<file path="src/rtl/common_pkg.sv">
// Types and defaults shared by the core's pipeline control blocks.
package common;

    typedef enum logic [0:0] {
        HZ_RUN     = 1'b0,
        HZ_MD_WAIT = 1'b1
    } hz_state_t;

    localparam int HZ_MD_TIMEOUT_DEFAULT = 64;
    localparam int HZ_REG_W_DEFAULT      = 6;
    localparam int HZ_CNT_W_DEFAULT      = 32;

endpackage

</file>
<file path="src/rtl/hazard_controller_load_use.sv">
// Load-use hazard detection: the EX load writes a register the ID instruction reads.
module load_use_detect #(
    parameter int REG_W = 6
) (
    input  logic [REG_W-1:0] rs1_id,
    input  logic [REG_W-1:0] rs2_id,
    input  logic             rs1_used,
    input  logic             rs2_used,
    input  logic [REG_W-1:0] rd_ex,
    input  logic             mem_read_ex,
    output logic             hazard
);

    logic [REG_W-1:0] src_id [2];
    logic [1:0]       src_used;
    logic [1:0]       src_match;

    assign src_id[0]   = rs1_id;
    assign src_id[1]   = rs2_id;
    assign src_used[0] = rs1_used;
    assign src_used[1] = rs2_used;

    genvar gi;
    generate
        for (gi = 0; gi < 2; gi++) begin : g_src
            assign src_match[gi] = src_used[gi] && (src_id[gi] == rd_ex);
        end
    endgenerate

    // x0 is hardwired zero, so a load targeting it never creates a dependency
    assign hazard = mem_read_ex && (rd_ex != '0) && (|src_match);

endmodule

</file>
<file path="src/rtl/hazard_controller.sv">
// Pipeline stall/flush sequencing: load-use bubbles, mul/div issue-and-wait, branch flushes.
module hazard_controller
    import common::*;
#(
    parameter int REG_W      = HZ_REG_W_DEFAULT,
    parameter int MD_TIMEOUT = HZ_MD_TIMEOUT_DEFAULT,
    parameter int CNT_W      = HZ_CNT_W_DEFAULT
) (
    input  logic             clk,
    input  logic             reset_n,
    input  logic [REG_W-1:0] rs1_id,
    input  logic [REG_W-1:0] rs2_id,
    input  logic             rs1_used,
    input  logic             rs2_used,
    input  logic [REG_W-1:0] rd_ex,
    input  logic             mem_read_ex,
    input  logic             muldiv_ex,
    input  logic             muldiv_done,
    input  logic             branch_taken_ex,
    output logic             pc_stall,
    output logic             if_id_stall,
    output logic             id_ex_stall,
    output logic             id_ex_bubble,
    output logic             if_id_flush,
    output logic             id_ex_flush,
    output logic             ex_mem_bubble,
    output logic             muldiv_start,
    output logic             md_error,
    output logic [CNT_W-1:0] stall_count
);

    localparam int WC_W = (MD_TIMEOUT > 2) ? $clog2(MD_TIMEOUT) : 1;
    localparam logic [WC_W-1:0] WC_LAST = WC_W'(MD_TIMEOUT - 1);

    hz_state_t        state_reg, state_next;
    logic [WC_W-1:0]  wait_cnt_reg, wait_cnt_next;
    logic             md_error_reg, md_error_next;
    logic [CNT_W-1:0] stall_count_reg;
    logic             load_use;
    logic [7:0]       ctrl_next;

    load_use_detect #(.REG_W(REG_W)) u_load_use (
        .rs1_id      (rs1_id),
        .rs2_id      (rs2_id),
        .rs1_used    (rs1_used),
        .rs2_used    (rs2_used),
        .rd_ex       (rd_ex),
        .mem_read_ex (mem_read_ex),
        .hazard      (load_use)
    );

    // ctrl_next: {pc_stall, if_id_stall, id_ex_stall, id_ex_bubble,
    //             if_id_flush, id_ex_flush, ex_mem_bubble, muldiv_start}
    always_comb begin
        state_next    = state_reg;
        wait_cnt_next = wait_cnt_reg;
        md_error_next = md_error_reg;
        ctrl_next     = 8'b0;
        case (state_reg)
            HZ_RUN: begin
                if (branch_taken_ex) begin
                    ctrl_next = 8'b0000_1100;
                end else if (muldiv_ex) begin
                    ctrl_next     = 8'b1110_0011;
                    state_next    = HZ_MD_WAIT;
                    wait_cnt_next = '0;
                end else if (load_use) begin
                    ctrl_next = 8'b1101_0000;
                end
            end
            HZ_MD_WAIT: begin
                // Done cycle runs unstalled so the result can enter EX-MEM
                if (muldiv_done) begin
                    state_next = HZ_RUN;
                end else if (wait_cnt_reg == WC_LAST) begin
                    md_error_next = 1'b1;
                    state_next    = HZ_RUN;
                end else begin
                    ctrl_next     = 8'b1110_0010;
                    wait_cnt_next = wait_cnt_reg + 1'b1;
                end
            end
            default: state_next = HZ_RUN;
        endcase
    end

    // Controls are held low for as long as reset is asserted, not just after the edge
    assign pc_stall      = ctrl_next[7] & reset_n;
    assign if_id_stall   = ctrl_next[6] & reset_n;
    assign id_ex_stall   = ctrl_next[5] & reset_n;
    assign id_ex_bubble  = ctrl_next[4] & reset_n;
    assign if_id_flush   = ctrl_next[3] & reset_n;
    assign id_ex_flush   = ctrl_next[2] & reset_n;
    assign ex_mem_bubble = ctrl_next[1] & reset_n;
    assign muldiv_start  = ctrl_next[0] & reset_n;
    assign md_error      = md_error_reg;
    assign stall_count   = stall_count_reg;

    always_ff @(posedge clk or negedge reset_n) begin
        if (!reset_n) begin
            state_reg       <= HZ_RUN;
            wait_cnt_reg    <= '0;
            md_error_reg    <= 1'b0;
            stall_count_reg <= '0;
        end else begin
            state_reg    <= state_next;
            wait_cnt_reg <= wait_cnt_next;
            md_error_reg <= md_error_next;
            if (pc_stall && (stall_count_reg != '1)) begin
                stall_count_reg <= stall_count_reg + 1'b1;
            end
        end
    end

endmodule

</file>
<file path="config.mk">
export PLATFORM = sky130hd
export DESIGN_NAME = hazard_controller
export DESIGN_NICKNAME = d
export VERILOG_FILES = /design/src/rtl/common_pkg.sv /design/src/rtl/hazard_controller_load_use.sv /design/src/rtl/hazard_controller.sv
export SDC_FILE = /design/constraint.sdc
export NUM_CORES = 1
export LEC_CHECK = 0
export CAP_MARGIN = 20
export CORE_UTILIZATION = 45
export CTS_CLUSTER_SIZE = 12
export DETAILED_ROUTE_END_ITERATION = 8
export PLACE_DENSITY = 0.78
export SYNTH_ARGS = -nofsm -noshare
export SYNTH_HDL_FRONTEND = slang
export SYNTH_SLANG_ARGS = --single-unit
</file>
<file path="constraint.sdc">
create_clock -name clk -period 5.2 [get_ports clk]
set_input_delay 1.04 -clock clk [delete_from_list [all_inputs] [get_ports clk]]
set_output_delay 1.04 -clock clk [all_outputs]
set_load 0.01 [all_outputs]
</file>
**Word level (Yosys, flattened, before mapping)**

Index checks and enable logic that the tools add are counted.

- Flip-flop bits (word level): 40
- Input bits: 26
- Output and inout bits: 41
- Word-level logic and storage cells: 49

- $add $sub $neg: 2
- Equal/unequal tests: 8
- Muxes and demuxes: 16
- Bitwise logic cells: 10
- Reduce and logical (&&, ||, !) cells: 9

Operators by type and width:

| cell | number |
|---|---|
| 8-bit 2-to-1 mux | 5 |
| 32-bit by 1-bit adder with 32-bit output (second input constant) | 1 |
| 32-bit != test (second input constant) | 1 |
| 6-bit 2-to-1 mux | 4 |
| 8-bit case mux with 2 select lines | 1 |
| 6-bit == test | 2 |
| 6-bit case mux with 2 select lines | 1 |
| 1-bit AND | 8 |
| 2-bit != test (second input constant) | 4 |
| 6-bit by 1-bit adder with 6-bit output (second input constant) | 1 |
| 6-bit == test (second input constant) | 1 |
| 6-bit nonzero test | 1 |
| 1-bit logical AND | 5 |
| 1-bit 2-to-1 mux | 4 |
| 4-bit AND reduction | 1 |
| 3-bit AND reduction | 1 |
| 1-bit NOT | 2 |
| 1-bit case mux with 2 select lines | 1 |
| 2-bit OR reduction | 1 |

**Logic depth before layout (Yosys ltp)**

Gate-level depths: netlist of run 1.

- Depth in word-level cells: 10
- Mapped depth: 9
- Depth with buffers taken out: 9

**Hierarchy**

A second synthesis of run 1 with hierarchy kept.

- Cell total of the unflattened synthesis: 225
- Area total of the unflattened synthesis: 2280.9 um^2

By module, submodules not included:

| module | instances | cells an instance | area an instance (um^2) | sequential area each (um^2) |
|---|---|---|---|---|
| hazard_controller | 1 | 206 | 2128.3 | 1001.0 |
| load_use_detect | 1 | 19 | 152.6 | 0.0 |

**Least setup slack after synthesis of run 1**

No wires, ideal clock.

- Path type: input-to-output
- Start: input port rd_ex[0]
- End: output port pc_stall
- Arrival: 2454 ps
- Data required time: 4160 ps
- Slack: 1706 ps
- Stages: 5
- Path buffers: 1
- Cell sequence: or4_1 o31a_1 a41oi_2 inv_1 buf_4

- Word-level cells in the longest chain between the ends: 9
- Elaborated cells between the ends (all ways): 13
- Classes of those cells: eq/ne: 2; mux: 4; bitwise: 1; reduce/logical: 6

Ends and longest elaborated chain:

| what | RTL line | RTL |
|---|---|---|
| start, declared | hazard_controller.sv:15 | `input logic [REG_W-1:0] rd_ex,` |
| 6-bit == test | hazard_controller_load_use.sv:26 | `assign src_match[gi] = src_used[gi] && (src_id[gi] == rd_ex);` |
| 1-bit logical AND | hazard_controller_load_use.sv:26 |  |
| 2-bit OR reduction | hazard_controller_load_use.sv:31 | `assign hazard = mem_read_ex && (rd_ex != '0) && (\|src_match);` |
| 1-bit logical AND (*) | hazard_controller_load_use.sv:31 |  |
| 8-bit 2-to-1 mux (*) | hazard_controller.sv:67 | `end else if (load_use) begin` |
| 8-bit 2-to-1 mux (*) | hazard_controller.sv:63 | `end else if (muldiv_ex) begin` |
| 8-bit 2-to-1 mux (*) | hazard_controller.sv:61 | `if (branch_taken_ex) begin` |
| 8-bit case mux with 2 select lines (*) | hazard_controller.sv:59 | `case (state_reg)` |
| 1-bit AND (*) | hazard_controller.sv:88 | `assign pc_stall = ctrl_next[7] & reset_n;` |
| end, declared | hazard_controller.sv:20 | `output logic pc_stall,` |

Mark *: on every way between the ends. The rest lies on a longest branch, timed or not.

**Final worst setup path of run 1**

- Start: input port rd_ex[0]
- End: output port if_id_stall

- Word-level cells in the longest chain between the ends: 9
- Elaborated cells between the ends (all ways): 13
- Classes of those cells: eq/ne: 2; mux: 4; bitwise: 1; reduce/logical: 6

Ends and longest elaborated chain:

| what | RTL line | RTL |
|---|---|---|
| 6-bit == test | hazard_controller_load_use.sv:26 |  |
| 1-bit logical AND | hazard_controller_load_use.sv:26 |  |
| 2-bit OR reduction | hazard_controller_load_use.sv:31 |  |
| 1-bit logical AND (*) | hazard_controller_load_use.sv:31 |  |
| 8-bit 2-to-1 mux (*) | hazard_controller.sv:67 |  |
| 8-bit 2-to-1 mux (*) | hazard_controller.sv:63 |  |
| 8-bit 2-to-1 mux (*) | hazard_controller.sv:61 |  |
| 8-bit case mux with 2 select lines (*) | hazard_controller.sv:59 |  |
| 1-bit AND (*) | hazard_controller.sv:89 | `assign if_id_stall = ctrl_next[6] & reset_n;` |
| end, declared | hazard_controller.sv:21 | `output logic if_id_stall,` |

Marked as above.

==> metrics.md, run 1 <==
| Metric | Value |
|---|---|
| Outcome | `complete, but fails checks` |
| Failing checks | `design-rule violations` |
| Worst R2R Setup Slack | `2700 ps` |
| Mux contribution to synthesized area | `1.00%` |
| Total grt overflow | `0` |
| Largest net degree at the start of global routing | `33` |
| Overall power | `0.723 mW` |
| First-pass GRT wire length | `7410 um` |
| Xor and xnor area share after synthesis | `19.0%` |
| Area fraction in compound gates after synthesis | `5.01%` |
| Worst endpoint required time | `4160 ps` |
| Clock Skews | `10.9 ps` |
| First-pass detailed-route iteration total | `8` |
| Top FF cell, synth | `dfrtp_1` |
| Setup CP Type | `input port to primary output` |
| CTS Buf Count | `5` |
| H-tree depth | `2` |
| Die X | `70.7 um` |
| Mapped Cells | `202` |
| Number of remaining DRC errors | `8` |
| Longest Clk Path Bufs | `2` |
| GRT Util Overall | `19.0%` |
| Max cap viols | `0` |
| Slew Limit Fails | `0` |
| Post-route ant nets | `0` |
| Ranking of synthesized cells by area | `dfrtp_1 47%, xnor2_1 16%, nand3_1 4.5%` |
| Gpl congestion | `0.807` |
| RR Startpoint | `wait_cnt_reg[0]` |
| Initial antenna violation count | `0` |
| Post-route setup TNS | `0 ps` |
| FFs w/ async S/R, synth | `100%` |
| Min setup slack post-route | `842 ps` |
| Hold buffers post-CTS | `0` |
| Sink count of the clock tree | `40` |
| Worst setup path start | `rd_ex[0]` |
| Sequential area share after synthesis | `47.2%` |
| Post-synthesis simple-gate area fraction | `23.4%` |
| Place WS | `836 ps` |
| Fillers | `380` |
| Avg Synthesized Cell Area | `10.5 um2` |
| Post-Synthesis Cell Area | `2120 um2` |
| Routed len/inst | `14.1 um` |
| FMAX | `0.229 GHz` |
| Port Buffer Count | `66` |
| Post-synth top cells | `40 x dfrtp_1, 39 x xnor2_1, 20 x nand2_1` |
| Synth Area in Adders | `1.18%` |
| WHS | `481 ps` |
| RSZ-0062 raised after global routing | `no` |
| Worst R2R Path Depth | `8` |
| Total power per unit cell area | `251 nW/um2` |
| Area of the multi-input gates | `1050 um2` |
| Final HPWL DP | `3460 um` |
| Inserted Diodes | `0` |
| DIE AREA | `4990 um2` |
| Pleak | `1.17 nW` |
| Top-area cell type share of the netlist area | `47.2%` |
| Initial Utilization | `47.7%` |
| Via count | `1720` |
| Final number of setup-violating endpoints | `0` |
| Vias in the first global route | `1583` |
| Fin crit period | `4360 ps` |
| Synthesized flop and latch total | `40` |
| HP Class | `flop to flop` |
| Worst vdd ir | `235 uV` |
| Max reg flops | `32` |
| Cell variety after synth | `36` |
| FP Rows | `24` |
| Post-CTS Setup Bufs | `0` |
| Max FO, Critical Path | `4` |
| Main combinational cell family by area after synthesis | `simple AND/OR/NAND/NOR gates` |
| Post-synth EDFFs | `0` |
| Yosys warning count | `0` |
| Fin nets | `298` |
| Routed vias/inst | `5.33` |
| Clock Latency Late Sink | `290 ps` |
| Resized cells post-CTS | `0` |
| CP endpoint | `if_id_stall` |
| Final worst path period share | `83.8%` |
| CP startpoint kind | `input port` |
| Hold Fails Final Rpt | `0` |
| Dominant cell type by area after synthesis | `dfrtp_1` |
| Iteration-0 DRC Markers | `97` |
| Critical path capture point type | `primary output` |
| Clk slew on worst S/H paths | `60 ps` |
| Share of cells above drive strength 1 | `5.17%` |
| Slew headroom | `53.4%` |
| Core area | `4440 um2` |
| Root buffer cell | `clkbuf_8` |
| Die height | `70.7 um` |
| Worst-Margin Slew | `696 ps` |
| Reg2reg end | `stall_count[23]` |
| Most numerous cell in the Yosys netlist | `dfrtp_1` |
| Final wirelength | `4550 um` |
| CTS tree | `built` |
| Final Core Density | `64.9%` |
| Synthesized Nets | `230` |
| IO Count | `67` |
| Synthesis-to-layout area growth | `36.0%` |
| FF/Latch Area | `1000 um2` |
| Crit path DAT | `3320 ps` |
[area by class of cell]
type | count | share of cell area [%]
inverter | 4 | 0.520
timing repair buffer | 68 | 23.1
sequential | 40 | 34.7
multi-input combinational | 151 | 36.5
clock buffer | 7 | 2.64
clock inverter | 1 | 0.303
tap | 52 | 2.25
[placed cells by master, fill, tap and decap left out, drive strengths merged, types with 3 or more instances in the layout]
master         count
nand4             14
nor2              10
xor2               7
xnor2             39
and3              10
clkdlybuf4s50     65
o21ai              3
nand2             20
nand3             19
clkbuf             8
inv                4
and4               3
dfrtp             40
[layer usage]
layer / wire length [um] / track usage, %
met4: 49 / 8.00
met2: 2230 / 30.3
met1: 2120 / 25.5
met3: 148 / 3.99
met5: 0 / 0
[logic make-up after synthesis]
family                   after synthesis
XOR/XNOR                              46
AND/OR/NAND/NOR                       90
flip-flops                            40
buffers and inverters                 11
AO/OA/AOI/OAI                         11
multiplexers                           2
adder cells (fa/ha/maj)                2
[per-stage QoR]
stage,std cells,area [um2]
2_1_floorplan,202,2120
3_3_place_gp,314,2800
3_5_place_dp,314,2800
4_1_cts,322,2880
5_1_grt,323,2890
6_report,323,2890
[how the worst min path moves through the flow]
stage	from	to	slack [ps]	depth (start not counted)
after floorplan	wait_cnt_reg[2]	wait_cnt_reg[2]	480	1
after global placement	md_error	md_error	450	2
after detailed placement	md_error	md_error	480	2
after CTS	md_error	md_error	490	2
after global routing	md_error	md_error	520	2
final	md_error	md_error	480	2
[where the power goes]
group          switching (mW)  internal [mW]
Combinational          0.0645         0.0892
Sequential             0.0349          0.336
Clock                   0.103         0.0958
Total                   0.202          0.521
[worst max-delay path, stage by stage]
cell             delay [ps]
clkdlybuf4s50_1         480
or4_1                   550
o31a_1                  280
a41oi_2                 360
inv_1                   100
clkdlybuf4s50_1         500
No activity file was read; power rests on OpenSTA's default activity.
==> inputs of run 2 (changes only) <==
--- a/config.mk
+++ b/config.mk
@@ -6,10 +6,10 @@
 export NUM_CORES = 1
 export LEC_CHECK = 0
 export CAP_MARGIN = 20
-export CORE_UTILIZATION = 45
+export CORE_UTILIZATION = 42
 export CTS_CLUSTER_SIZE = 12
 export DETAILED_ROUTE_END_ITERATION = 8
-export PLACE_DENSITY = 0.78
+export PLACE_DENSITY = 0.76
 export SYNTH_ARGS = -nofsm -noshare
 export SYNTH_HDL_FRONTEND = slang
 export SYNTH_SLANG_ARGS = --single-unit
==> constraint.sdc (replaced) <==
create_clock -name clk -period 3.8 [get_ports clk]
set_input_delay 0.76 -clock clk [delete_from_list [all_inputs] [get_ports clk]]
set_output_delay 0.76 -clock clk [all_outputs]
set_load 0.01 [all_outputs]
==> run 2 against run 1 <==
Compared with the run above: first-iteration DRC count fell by 41%; die area rose by 6.9%; sequential power rose by 38%; clock skew fell by 5.6 ps; via count rose by 0.29%; largest cell class unchanged; critical endpoint is now pc_stall; non-clock buffer count rose by 2; hold slack got worse by 130 ps; the run now ends clean.
==> metrics.md, run 2 (same netlist as run 1, synthesis figures left out) <==
| Metric | Value |
|---|---|
| Final cell count without fillers | `340 (+5.3%)` |
| Clk slew on worst S/H paths | `70 ps (about the same)` |
| Vias in the first global route | `1641 (+3.7%)` |
| Max FO, Critical Path | `3 (-1)` |
| Outcome | `completed` |
| First-pass detailed-route iteration total | `4 (-4)` |
| Max reg flops | `32 (unchanged)` |
| Worst-Margin Slew | `512 ps (-185 ps)` |
| Final number of setup-violating endpoints | `0 (unchanged)` |
| Initial Utilization | `44.3% (-3.4 points)` |
| Combinational share of power | `21.1% (about the same)` |
| Overall power | `1.01 mW (+40%)` |
| Resized cells post-CTS | `0 (unchanged)` |
| Most common cell after layout, fill and taps aside | `clkdlybuf4s50_1` |
| Fin crit period | `3620 ps` |
| Worst R2R Path Depth | `9 (+1)` |
| RR Startpoint | `wait_cnt_reg[0]` |
| Reg power frac | `50.6% (-0.7 points)` |
| Core area | `4790 um2 (+7.7%)` |
| Post-route cell area | `2930 um2 (+1.5%)` |
| Inserted Diodes | `0 (unchanged)` |
| Sw Share | `27.8% (-0.092 points)` |
| Die X | `73.1 um (+3.4%)` |
| Port Buffer Count | `66 (unchanged)` |
| Slew Limit Fails | `0 (unchanged)` |
| Area of the multi-input gates | `1050 um2 (unchanged)` |
| GRT Util Overall | `18.5% (-0.50 points)` |
| Worst R2R Setup Slack | `1390 ps (-1310 ps)` |
| Root buffer cell | `clkbuf_8` |
| Share of cells above drive strength 1 | `6.59% (+1.4 points)` |
| Final HPWL DP | `3320 um (-4.1%)` |
| Final worst path period share | `95.2%` |
| Clock Skews | `5.25 ps (-5.61 ps)` |
| Clock power share | `28.4% (+1.0 points)` |
| Sink count of the clock tree | `40 (unchanged)` |
| Clock Latency Late Sink | `290 ps (about the same)` |
| Placed insts | `332 (+5.7%)` |
| Fillers | `419 (+10%)` |
| Post-route setup TNS | `0 ps (unchanged)` |
| DIE AREA | `5340 um2 (+6.9%)` |
| Routed vias/inst | `5.07 (-4.7%)` |
| Post-CTS Setup Bufs | `0 (unchanged)` |
| Initial antenna violation count | `0 (unchanged)` |
| Iteration-0 DRC Markers | `57 (-41%)` |
| FF/Latch Area | `1000 um2 (unchanged)` |
| HP Class | `input port to async pin` |
| Longest Clk Path Bufs | `2 (unchanged)` |
| Total grt overflow | `0 (unchanged)` |
| Via count | `1725 (+0.29%)` |
| Critical path capture point type | `primary output` |
| H-tree depth | `2 (unchanged)` |
| Fin nets | `300 (+0.67%)` |
| Setup CP Type | `input port to primary output` |
| Total power per unit cell area | `345 nW/um2 (+38%)` |
| Final Core Density | `61.2% (-3.7 points)` |
| Crit path DAT | `2860 ps (-460 ps)` |
| CTS tree | `built` |
| Routed len/inst | `13.5 um (-4.3%)` |
| Final wirelength | `4580 um (+0.73%)` |
| Gpl congestion | `0.822 (+1.9%)` |
| Pleak | `1.19 nW (+1.6%)` |
| Most frequent cells in the layout | `65 x clkdlybuf4s50_1, 40 x dfrtp_1, 39 x xnor2_1` |
| Worst endpoint required time | `3040 ps (-1120 ps)` |
| Post-route ant nets | `0 (unchanged)` |
| Largest net degree at the start of global routing | `32 (-3.0%)` |
| Hold buffers post-CTS | `0 (unchanged)` |
| IO Count | `67 (unchanged)` |
| First-pass GRT wire length | `7560 um (+2.1%)` |
| Internal power | `0.729 mW (+40%)` |
| Die height | `73.1 um (+3.4%)` |
| P_sw | `0.281 mW (+39%)` |
| Slew headroom | `65.5% (+12 points)` |
| FP Rows | `25 (+4.2%)` |
| CP startpoint kind | `input port` |
| Number of remaining DRC errors | `0 (-8)` |
| Max cap viols | `0 (unchanged)` |
| RSZ-0062 raised after global routing | `no` |
| Hold Fails Final Rpt | `0 (unchanged)` |
| Area after DPL | `2840 um2 (+1.5%)` |
| Worst vdd ir | `366 uV (+55%)` |
| FMAX | `0.276 GHz` |
| Reg2reg end | `stall_count[1]` |
| Synthesis-to-layout area growth | `38.1%` |
| CTS Buf Count | `5 (unchanged)` |
-- run 2: worst max-delay path by stage --
stage	startpoint	end	slack [ps]	cells past startpoint
final	rd_ex[0]	pc_stall	180	6
after global routing	rd_ex[1]	pc_stall	90	6
after CTS	rd_ex[0]	pc_stall	160	6
after detailed placement	rd_ex[0]	pc_stall	170	6
after global placement	rd_ex[0]	pc_stall	200	6
after floorplan	rd_ex[0]	pc_stall	870	5
-- run 2: worst max-delay path: stages --
cell             delay (ps)
clkdlybuf4s50_1         470
or4_1                   550
o31a_1                  280
a41oi_2                 230
inv_1                    80
clkdlybuf4s50_1         490
-- run 2: power by group through the flow --
stage | Sequential (mW) | Clock (mW) | Combinational [mW]
floorplan | 0.517 | 0 | 0.0957
global placement | 0.515 | 0 | 0.211
detailed placement | 0.516 | 0 | 0.214
CTS | 0.508 | 0.301 | 0.215
global route | 0.517 | 0.317 | 0.234
finish | 0.511 | 0.286 | 0.213
-- run 2: routing by layer --
metal,track usage (%),vias to the layer above,wire (um)
met5,0,-,0
met4,6.54,0,61
met3,5.66,6,328
met2,28.2,55,2010
met1,25.0,819,2190
li1,-,845,-
-- run 2: area by class of cell --
cell class	count	share of cell area (%)
multi-input combinational	151	35.9
sequential	40	34.2
timing repair buffer	70	23.4
tap	67	2.86
clock buffer	6	2.82
inverter	4	0.512
clock inverter	2	0.342
-- run 2: metrics by stage --
stage / hold WS (ps) / setup WS (ps)
floorplan: 464 / 866
global placement: 454 / 201
detailed placement: 474 / 174
CTS: 346 / 162
global route: 356 / 92.7
finish: 350 / 182
==> inputs of run 3 (changes only) <==
--- a/config.mk
+++ b/config.mk
@@ -9,7 +9,7 @@
 export CORE_UTILIZATION = 42
 export CTS_CLUSTER_SIZE = 12
 export DETAILED_ROUTE_END_ITERATION = 8
-export PLACE_DENSITY = 0.76
+export PLACE_DENSITY_LB_ADDON = 0.05
 export SYNTH_ARGS = -nofsm -noshare
 export SYNTH_HDL_FRONTEND = slang
 export SYNTH_SLANG_ARGS = --single-unit
==> run 3 against run 2 <==
Compared with the run above: utilization is 0.76 points higher; register-to-register slack lost 50 ps; clock-buffer cell count down 1; first-iteration DRC count rose by 40%; sequential cell count is the same; critical path type unchanged; via count rose by 0.35%; setup slack better by 3.8 ps; critical path depth unchanged; maximum frequency increased by 0.10%; clock skew barely moved; die area is the same.
==> metrics.md, run 3 (same netlist as run 1, synthesis figures left out) <==
| Metric | Value |
|---|---|
| Via count | `1731 (+0.35%)` |
| DIE AREA | `5340 um2 (unchanged)` |
| IO Count | `67 (unchanged)` |
| Min setup slack post-route | `186 ps (+3.79 ps)` |
| Total power per unit cell area | `379 nW/um2 (+9.8%)` |
| Most frequent cells in the layout | `65 x clkdlybuf4s50_1, 40 x dfrtp_1, 39 x xnor2_1` |
| Final wirelength | `4680 um (+2.0%)` |
| Iteration-0 DRC Markers | `80 (+40%)` |
| Cells along the critical path | `clkdlybuf4s50_1 > or4_1 > o31a_1 > a41oi_2 > inv_1 > clkdlybuf4s50_1` |
| Inserted Diodes | `0 (unchanged)` |
| Outcome | `completed` |
| Number of remaining DRC errors | `0 (unchanged)` |
| Max cap viols | `0 (unchanged)` |
| Clock Skews | `4.75 ps (-0.492 ps)` |
| Die height | `73.1 um (unchanged)` |
| Final Core Density | `62.0% (+0.76 points)` |
| Slew headroom | `66.3% (+0.78 points)` |
| CTS Buf Count | `5 (unchanged)` |
| Setup CP Type | `input port to primary output` |
| Worst-Margin Slew | `500 ps (-11.5 ps)` |
| Fin nets | `300 (unchanged)` |
| RR Startpoint | `wait_cnt_reg[0]` |
| Port Buffer Count | `66 (unchanged)` |
| First-pass detailed-route iteration total | `4 (unchanged)` |
| Max incr delay on CP | `550 ps (about the same)` |
| Final number of setup-violating endpoints | `0 (unchanged)` |
| Fin crit period | `3610 ps (-3.79 ps)` |
| Final worst path period share | `95.1% (-0.10 points)` |
| Post-route ant nets | `0 (unchanged)` |
| Max FO, Critical Path | `3 (unchanged)` |
| HP Class | `input port to async pin` |
| Share of cells above drive strength 1 | `6.25% (-0.34 points)` |
| FP Rows | `25 (unchanged)` |
| CTS tree | `built` |
| Crit path DAT | `2850 ps (about the same)` |
| Routed vias/inst | `5.11 (+0.64%)` |
| Clk slew on worst S/H paths | `80 ps (about the same)` |
| Initial Utilization | `44.3% (unchanged)` |
| Die X | `73.1 um (unchanged)` |
| Slew Limit Fails | `0 (unchanged)` |
| GRT Util Overall | `18.5% (about the same)` |
| Post-route setup TNS | `0 ps (unchanged)` |
| FMAX | `0.277 GHz (+0.10%)` |
| Synthesis-to-layout area growth | `39.8%` |
| Initial antenna violation count | `0 (unchanged)` |
| Post-CTS Setup Bufs | `0 (unchanged)` |
| RSZ-0062 raised after global routing | `no` |
| Critical path capture point type | `primary output` |
| Routed len/inst | `13.8 um (+2.3%)` |
| First-pass GRT wire length | `7580 um (+0.28%)` |
| Final cell count without fillers | `339 (-0.29%)` |
| Root buffer cell | `clkbuf_8` |
| Hold buffers post-CTS | `0 (unchanged)` |
| Longest Clk Path Bufs | `2 (unchanged)` |
| Core area | `4790 um2 (unchanged)` |
| Largest net degree at the start of global routing | `26 (-19%)` |
| Max reg flops | `32 (unchanged)` |
| Worst vdd ir | `385 uV (+5.3%)` |
| Most frequent CP cell | `clkdlybuf4s50_1` |
| Worst setup path start | `rd_ex[0]` |
| Clock Latency Late Sink | `290 ps (about the same)` |
| CP startpoint kind | `input port` |
| Hold Fails Final Rpt | `0 (unchanged)` |
| Worst endpoint required time | `3040 ps (about the same)` |
| Total grt overflow | `0 (unchanged)` |
| Pleak | `1.20 nW (+1.1%)` |
| H-tree depth | `2 (unchanged)` |
| Placed insts | `332 (unchanged)` |
| Most common cell after layout, fill and taps aside | `clkdlybuf4s50_1` |
| Final HPWL DP | `3430 um (+3.5%)` |
| Resized cells post-CTS | `0 (unchanged)` |
| Slowest stage cell, crit path | `or4_1` |
| Place WS | `163 ps (-10.3 ps)` |
| Sink count of the clock tree | `40 (unchanged)` |
| Vias in the first global route | `1645 (+0.24%)` |
| Gpl congestion | `0.775 (-5.8%)` |
==> run 3: cell types whose count changed in the layout (fill, tap and decap cells not counted) <==
cell and delta:
clkbuf_8 -1, clkinv_2 -2, bufinv_16 +2
==> run 3: per-stage QoR <==
stage / hold WS (ps) / area, um2 / total power, mW
after floorplan: 464 / 2120 / 0.613
after global placement: 449 / 2840 / 0.728
after detailed placement: 466 / 2840 / 0.729
after CTS: 415 / 2970 / 1.14
after global routing: 427 / 2970 / 1.17
final: 401 / 2970 / 1.12
==> run 3: final timing paths <==
check	slack (ps)	depth (start not counted)	end
setup reg to reg	1340	9	stall_count[30]
max in group asynchronous	2710	2	stall_count[9]
hold / removal	400	1	md_error
min in group clk	470	2	md_error
hold reg to reg	470	2	md_error
setup / recovery	190	6	pc_stall
==> run 3: cell type report <==
class | count | area, um2
fill | 426 | 1820
multi-input combinational | 151 | 1050
sequential | 40 | 1000
timing repair buffer | 70 | 686
tap | 67 | 83.8
clock buffer | 5 | 68.8
clock inverter | 2 | 60.1
inverter | 4 | 15.0
==> run 3: critical path: cells and delay by family <==
| kind | cells | cell delay [ps] |
|---|---|---|
| buffers and inverters | 3 | 1030 |
| AOI/OAI and AO/OA | 2 | 520 |
| and+or+nand+nor | 1 | 550 |
==> run 3: where the power goes <==
part | internal (mW) | switching [mW] | leakage, nW | total (mW)
clock network | 0.258 | 0.144 | 0.0642 | 0.402
registers | 0.460 | 0.0480 | 0.542 | 0.508
logic | 0.123 | 0.0892 | 0.593 | 0.213
==> run 3: routing by layer <==
layer	up-vias	GRT usage (%)	wire (um)
met5	-	0	0
met3	7	5.11	343
li1	845	-	-
met1	825	24.2	2170
met2	54	29.5	2110
met4	0	6.54	56
